File: src/rtl/clk_gate_pkg.sv
// clk_gate_pkg
// Shared definitions for the clock gate enable controller.
//  - state_t     : 2-bit FSM state type, with the OFF/WAKE/ON/COOL encodings
//  - DEF_*       : default timing and counter-width constants
package clk_gate_pkg;

  typedef logic [1:0] state_t;

  localparam state_t ST_OFF  = 2'd0;
  localparam state_t ST_WAKE = 2'd1;
  localparam state_t ST_ON   = 2'd2;
  localparam state_t ST_COOL = 2'd3;

  localparam int DEF_WAKE_CYCLES = 2;
  localparam int DEF_IDLE_CYCLES = 8;
  localparam int DEF_MIN_OFF     = 3;
  localparam int DEF_CNT_W       = 8;

endpackage

File: src/rtl/clk_gate_stats.sv
// clk_gate_stats
// Saturating 16-bit count of cycles during which the gate enable is low.
// The count holds at 16'hFFFF. A clear takes priority over an increment.
// Ports:
//   clk      : source clock
//   rst      : synchronous active-high reset, clears the count
//   clr      : synchronous clear of the count
//   gate_off : high while the gate enable is low
//   count    : current count
module clk_gate_stats (
  input  logic        clk,
  input  logic        rst,
  input  logic        clr,
  input  logic        gate_off,
  output logic [15:0] count
);

  // Count gated cycles and stick at full scale rather than wrapping.
  always_ff @(posedge clk) begin
    if (rst || clr) begin
      count <= 16'd0;
    end else if (gate_off && (count != 16'hFFFF)) begin
      count <= count + 16'd1;
    end
  end

endmodule

File: src/rtl/clk_gate_ctrl.sv
// clk_gate_ctrl
// Enable-side controller for a clock gate cell. A consumer raises REQ (or
// FORCE_ON); the controller raises CLK_ENO, waits WAKE_CYCLES for the gated
// clock to settle and then raises ACK. After IDLE_CYCLES consecutive idle
// cycles in ON it drops the enable and holds it low for at least MIN_OFF.
// Ports:
//   CLK_IN    : free-running source clock
//   RST       : synchronous active-high reset
//   REQ       : level request from consumers
//   FORCE_ON  : override, wakes like REQ and blocks auto-gating
//   CLK_ENO   : registered enable to the gate cell
//   ACK       : gated clock is running and settled
//   STATE_O   : current FSM state, for debug
//   STATS_CLR : (CLK_GATE_STATS_EN only) clears GATED_CNT
//   GATED_CNT : (CLK_GATE_STATS_EN only) saturating count of gated cycles
// Optional feature macro: CLK_GATE_STATS_EN
module clk_gate_ctrl
  import clk_gate_pkg::*;
#(
  parameter int WAKE_CYCLES = DEF_WAKE_CYCLES,
  parameter int IDLE_CYCLES = DEF_IDLE_CYCLES,
  parameter int MIN_OFF     = DEF_MIN_OFF,
  parameter int CNT_W       = DEF_CNT_W
) (
  input  logic        CLK_IN,
  input  logic        RST,
  input  logic        REQ,
  input  logic        FORCE_ON,
`ifdef CLK_GATE_STATS_EN
  input  logic        STATS_CLR,
  output logic [15:0] GATED_CNT,
`endif
  output logic        CLK_ENO,
  output logic        ACK,
  output logic [1:0]  STATE_O
);

  localparam logic [CNT_W-1:0] WAKE_LOAD = CNT_W'(WAKE_CYCLES - 1);
  localparam logic [CNT_W-1:0] IDLE_LAST = CNT_W'(IDLE_CYCLES - 1);
  localparam logic [CNT_W-1:0] OFF_LOAD  = CNT_W'(MIN_OFF - 1);
  localparam logic [CNT_W-1:0] CNT_ONE   = CNT_W'(1);

  logic             wake;
  state_t           state;
  state_t           next_state;
  logic [CNT_W-1:0] cnt;
  logic [CNT_W-1:0] next_cnt;
  logic             eno_q;
  logic             ack_q;

  assign wake = REQ | FORCE_ON;

  // Next-state and dwell counter. The one counter serves as the wake
  // timer, the idle counter and the minimum-off timer depending on state.
  always_comb begin
    next_state = state;
    next_cnt   = cnt;
    case (state)
      ST_OFF: begin
        if (wake) begin
          next_state = ST_WAKE;
          next_cnt   = WAKE_LOAD;
        end
      end
      ST_WAKE: begin
        if (cnt == '0) begin
          next_state = ST_ON;
        end else begin
          next_cnt = cnt - CNT_ONE;
        end
      end
      ST_ON: begin
        if (wake) begin
          next_cnt = '0;
        end else if (cnt >= IDLE_LAST) begin
          // This edge samples the final idle cycle, so gate now.
          next_state = ST_COOL;
          next_cnt   = OFF_LOAD;
        end else begin
          next_cnt = cnt + CNT_ONE;
        end
      end
      ST_COOL: begin
        // Requests are ignored until the minimum off time has elapsed.
        if (cnt != '0) begin
          next_cnt = cnt - CNT_ONE;
        end else if (wake) begin
          next_state = ST_WAKE;
          next_cnt   = WAKE_LOAD;
        end else begin
          next_state = ST_OFF;
        end
      end
      default: begin
        next_state = ST_OFF;
        next_cnt   = '0;
      end
    endcase
  end

  // State, counter and output flops. The enable and acknowledge are
  // registered from the next state so the gate cell sees a clean flop
  // output rather than a decode of the state bits.
  always_ff @(posedge CLK_IN) begin
    if (RST) begin
      state <= ST_OFF;
      cnt   <= '0;
      eno_q <= 1'b0;
      ack_q <= 1'b0;
    end else begin
      state <= next_state;
      cnt   <= next_cnt;
      eno_q <= (next_state == ST_WAKE) || (next_state == ST_ON);
      ack_q <= (next_state == ST_ON);
    end
  end

  assign CLK_ENO = eno_q;
  assign ACK     = ack_q;
  assign STATE_O = state;

`ifdef CLK_GATE_STATS_EN
  clk_gate_stats u_stats (
    .clk      (CLK_IN),
    .rst      (RST),
    .clr      (STATS_CLR),
    .gate_off (~eno_q),
    .count    (GATED_CNT)
  );
`endif

endmodule

File: config.mk
export PLATFORM = sky130hd
export DESIGN_NAME = clk_gate_ctrl
export DESIGN_NICKNAME = d
export VERILOG_FILES = /design/src/rtl/clk_gate_pkg.sv /design/src/rtl/clk_gate_stats.sv /design/src/rtl/clk_gate_ctrl.sv
export SDC_FILE = /design/constraint.sdc
export NUM_CORES = 1
export LEC_CHECK = 0
export BUFFER_PORTS_ARGS = -buffer_cell sky130_fd_sc_hd__buf_2
export CORE_MARGIN = 2
export CORE_UTILIZATION = 55
export CTS_BUF_LIST = sky130_fd_sc_hd__clkbuf_8
export DETAILED_ROUTE_END_ITERATION = 10
export PLACE_DENSITY = 0.81
export SYNTH_ARGS = -nofsm -noshare
export SYNTH_HDL_FRONTEND = slang
export SYNTH_SLANG_ARGS = --single-unit
export TNS_END_PERCENT = 10
File: constraint.sdc
create_clock -name CLK_IN -period 4.37 [get_ports CLK_IN]
set_clock_uncertainty 0.1 [all_clocks]
set_input_delay 0.437 -clock CLK_IN [delete_from_list [all_inputs] [get_ports CLK_IN]]
set_output_delay 0.437 -clock CLK_IN [all_outputs]
set_load 0.05 [all_outputs]
Word-level counts from Yosys, hierarchy flattened --
Cells that the tools add are included.
Storage, ports and cells: flip-flop bits (word level) 12, input bits 4, output and inout bits 4
Cells by class: add/subtract/negate cells 2, magnitude comparators 1, eq/ne operators 6, muxes and demuxes 13, bitwise gates (word level) 1, reduce and logical (&&, ||, !) cells 4
Operator list (number):
- two-way mux 8 bit | 5
- one-hot mux 8 bit (4 select lines) | 1
- two-way mux 2 bit | 5
- adder 8 x 1 -> 8 bit, second input constant | 1
- >= comparator 8 x 3 -> 1 bit, second input constant | 1
- zero test 8 bit | 1
- one-hot mux 2 bit (4 select lines) | 1
- nonzero test 8 bit | 1
- subtractor 8 x 1 -> 8 bit, second input constant | 1
- == test 2 bit, second input constant | 3
- == test 2 x 1 -> 1 bit, second input constant | 2
- zero test 2 bit | 1
- inequality test 2 bit, second input constant | 1
- logical OR 1 bit | 1
- two-way mux 1 bit | 1
- bitwise OR 1 bit | 1

Longest topological paths before layout --
word-level depth 6, mapped depth 8

Least setup slack after synthesis --
OpenSTA, ideal clock, no wires.
path type flip-flop to flip-flop, start point reg state[1], in the netlist STATE_O[1], end point reg cnt[0], library setup time 0.103 ns, arrival 1.801 ns, setup slack 2.365 ns, cell stages (with the launch flop) 5, clock period less this slack 2.005 ns, path through dfxtp_1 -> or4b_4 -> a2111oi_4 -> a311oi_1 -> a2111oi_2
Between the ends: longest elaborated chain between the ends 2, elaborated cells between the ends (all ways) 6, those cells by class eq/ne: 4; mux: 1; reduce/logical: 1
RTL lines:
- start: declaration | RTL line clk_gate_ctrl.sv:44 | state_t state;
- start signal: assignment | RTL line clk_gate_ctrl.sv:111 | state <= next_state;
- == test 2 bit, or another cell as far along | RTL line clk_gate_ctrl.sv:58 | case (state)
- one-hot mux 8 bit (4 select lines) or inequality test 2 bit (tied branches)
- end signal: assignment | RTL line clk_gate_ctrl.sv:112 | cnt <= next_cnt;
- end: declaration | RTL line clk_gate_ctrl.sv:46 | logic [CNT_W-1:0] cnt;
Parallel ways exist; a longest one is shown, timed or not. A chain may end at the register's enable or synchronous reset.

Final worst setup path --
start point reg cnt[2], end point reg eno_q, in the netlist CLK_ENO
Between the ends: longest elaborated chain between the ends 6, elaborated cells between the ends (all ways) 11, those cells by class order compare: 1; eq/ne: 2; mux: 5; reduce/logical: 3
RTL lines:
- >= comparator 8 x 3 -> 1 bit | RTL line clk_gate_ctrl.sv:75 | end else if (cnt >= IDLE_LAST) begin
- two-way mux 2 bit | RTL line clk_gate_ctrl.sv:75
- two-way mux 2 bit | RTL line clk_gate_ctrl.sv:73 | if (wake) begin
- one-hot mux 2 bit (4 select lines) * | RTL line clk_gate_ctrl.sv:58
- == test 2 x 1 -> 1 bit or == test 2 bit (tied branches) | RTL line clk_gate_ctrl.sv:113 | eno_q <= (next_state == ST_WAKE) || (next_state == ST_ON);
- logical OR 1 bit * | RTL line clk_gate_ctrl.sv:113
- end signal: assignment | RTL line clk_gate_ctrl.sv:113
- end: declaration | RTL line clk_gate_ctrl.sv:48 | logic eno_q;
Every way passes the cells marked *; elsewhere a longest branch is shown, timed or not.

==> flow_summary.yaml <==
yosys:
  avgSynthCellArea_um2: 8.291
  ys_top_cells_by_area: "dfxtp_1 (27%), ha_1 (5.6%), a21oi_1 (4.5%)"
  synth_top_area_share: 0.2708
  yosysUniqueCellTypes: 40
  syn-num-nets: 115
  synth_edf_count: 0
  synth_seq_cells: 12
  synth_most_common_cell: "dfxtp_1"
  ys.flop_type: "dfxtp_1"
  syn_inst: 107
  ys_async_sr_fraction: 0
  ys_seq_area_frac: 0.2708
  synth_area_um2: 887.1
  synth_top_area_cell: "dfxtp_1"
  ys_warn_count: 0
  ys_top_cells_by_count: "dfxtp_1 (12), nor2_1 (9), a21oi_1 (8)"
timing:
  post-route-period-util: 0.5596
  finalMaxSlewViolations: 0
  clock.fmax_mhz: 408.9
  setup_viol: 0
  worst_slew_pin_slew_ps: 1095
  hold_viol_final: 0
  setup_tns_ps: 0
  max_slew_margin: 0.2644
  fin_crit_ps: 2445
  rsz0062_at_grt: "false"
cts:
  ctsHoldBuffers: 0
  cts.reportedPaths.clkPinSlew_ps: 60
  clockRootBuffer: "clkbuf_8"
  clock_sinks: 12
  htree_levels: 1
  cts_buffers: 3
  cts_resized: 0
  cts_tree: "yes"
  cts_buffer_depth: 2
  insertion_delay_ps: 240
  cts_setup_buffers: 0
detailed_routing:
  drt_iter0_markers: 31
  dr_total_vias: 841
  ant_nets: 0
  drt_wl_total_mm: 2.051
  wl_per_cell_um: 15.90
  vias_per_cell: 6.519
  first_pass_iters: 4
  route.detailed.drc: 0
grt:
  grt_max_degree: 16
  grt_pass1_vias: 752
  grt_pass1_wl_mm: 3.415
  antenna_found_initial: 0
  grt_usage: 0.2420
  grt-ovfl-total: 0
die:
  rows: 14
  core_um2: 1506
  die-area_um2: 1950
  initial_core_util: 0.5889
  die_w_um: 44.16
  io_pins: 8
  die_y_um: 44.16
power_and_ir_drop:
  vdd_drop_max_mv: 0.5396
  leakagePower_uw: 0.0003710
  powerDensity_nw_per_um2: 792.2
job:
  max-cap-violations: 0
layout:
  post-route-util: 0.6370
  final_nets: 122
  seq_area_um2: 240.2
  diodes: 0
  drive_gt1_frac: 0.1681
  fillers: 119
  area_growth_pct: 8.180
  multi_input_area_um2: 586.8
setup_path:
  path_cells: "nor3_1 -> a21oi_1 -> a21oi_1 -> a21boi_0 -> ha_1 -> nor2_1"
  cpPeakStageDelay_ps: 930
  critPathKind: "reg -> reg"
  worstPathArrival_ps: 2530
  critPathBufInv: 0
  crit_family: "simple AND/OR/NAND/NOR gates"
  end_kind: "flop"
  crit_path_frequent_cell: "a21oi_1"
  crit_required_ps: 4450
  critPathSlowestCell: "nor3_1"
  critPathLaunchType: "flop"
  crit_fanout: 12
place:
  gp_congestion: 0.8551
  dpl.hpwl_mm: 1.406
  port_buffers: 7
hold_path:
  hold_path.class: "in -> reg"
run_status:
  status: "finished clean"
-- report_power, final --
part / total, µW / switching (µW) / leakage [µW] / internal, µW
combinational: 422 / 253 / 0.000244 / 170
clock: 123 / 43.6 / 0.0000288 / 79.7
sequential: 215 / 70.1 / 0.0000983 / 145
total: 760 / 367 / 0.000371 / 394
-- kinds of logic after synthesis --
kind of cell,after synthesis,synth area share
buffers and inverters,11,0.06770
and+or+nand+nor,46,0.3075
AOI/OAI and AO/OA,30,0.2567
muxes,1,0.01128
DFF,12,0.2708
adders and majority gates,4,0.05642
xor gates and xnor gates,3,0.02962
-- cells in the final DEF (no fill, tap or decap), types with 3 or more instances in the layout --
| master | Yosys | layout |
|---|---|---|
| a21oi_1 | 8 | 8 |
| a31oi_1 | 5 | 5 |
| buf_2 | 0 | 7 |
| clkbuf_8 | 0 | 4 |
| dfxtp_1 | 12 | 12 |
| ha_1 | 4 | 4 |
| inv_1 | 6 | 6 |
| nand2_1 | 7 | 7 |
| nand3_1 | 3 | 3 |
| nor2_1 | 9 | 9 |
| nor2b_1 | 4 | 4 |
| nor3_1 | 6 | 6 |
| nor4_1 | 3 | 3 |
| o22ai_1 | 3 | 3 |
-- layout make-up --
cell class              count  share of cell area
well taps                  16             0.02086
repair buffers              7             0.03651
clock buffers               4             0.05737
flip-flops and latches     12              0.2503
inverters                   6             0.02347
multi-input cells          84              0.6115
-- stage by stage --
stage	setup slack [ps]	hold WS [ps]	power (µW)	std cells	cell area (µm²)
floorplan	2365	409.3	564.9	107	887.1
global placement	2037	450.4	623.5	125	904.6
detailed placement	1945	448.8	627.0	125	904.6
CTS	1932	389.3	755.5	129	959.7
global route	1640	402.6	816.8	129	959.7
finish	1925	384.4	760.2	129	959.7
-- state kept, by name, summed over array words and instances (netlist names) --
| name | cells |
|---|---|
| STATE_O | 2 |
| CLK_ENO | 1 |
| cnt | 8 |
| ACK | 1 |
-- routing by layer --
metal / up-vias / global-route usage / share of wire
met2: 41 / 0.3559 / 0.45
met3: 16 / 0.05306 / 0.062
met4: 0 / 0.1697 / 0.053
li1: 412 / - / -
met1: 372 / 0.3123 / 0.43
met5: - / 0 / 0
-- path summary, 6_finish.rpt --
path                       startpoint                  end  slack [ps]  depth (start not counted)
setup / recovery  cnt[2]$_SDFFE_PP0P_   CLK_ENO$_SDFF_PP0_        1920                          6
hold / removal                    RST   CLK_ENO$_SDFF_PP0_         380                          2
setup reg to reg  cnt[2]$_SDFFE_PP0P_   CLK_ENO$_SDFF_PP0_        1920                          6
hold reg to reg   cnt[4]$_SDFFE_PP0P_  cnt[4]$_SDFFE_PP0P_         450                          2
Note: power is estimated with default switching activity, not from simulation.
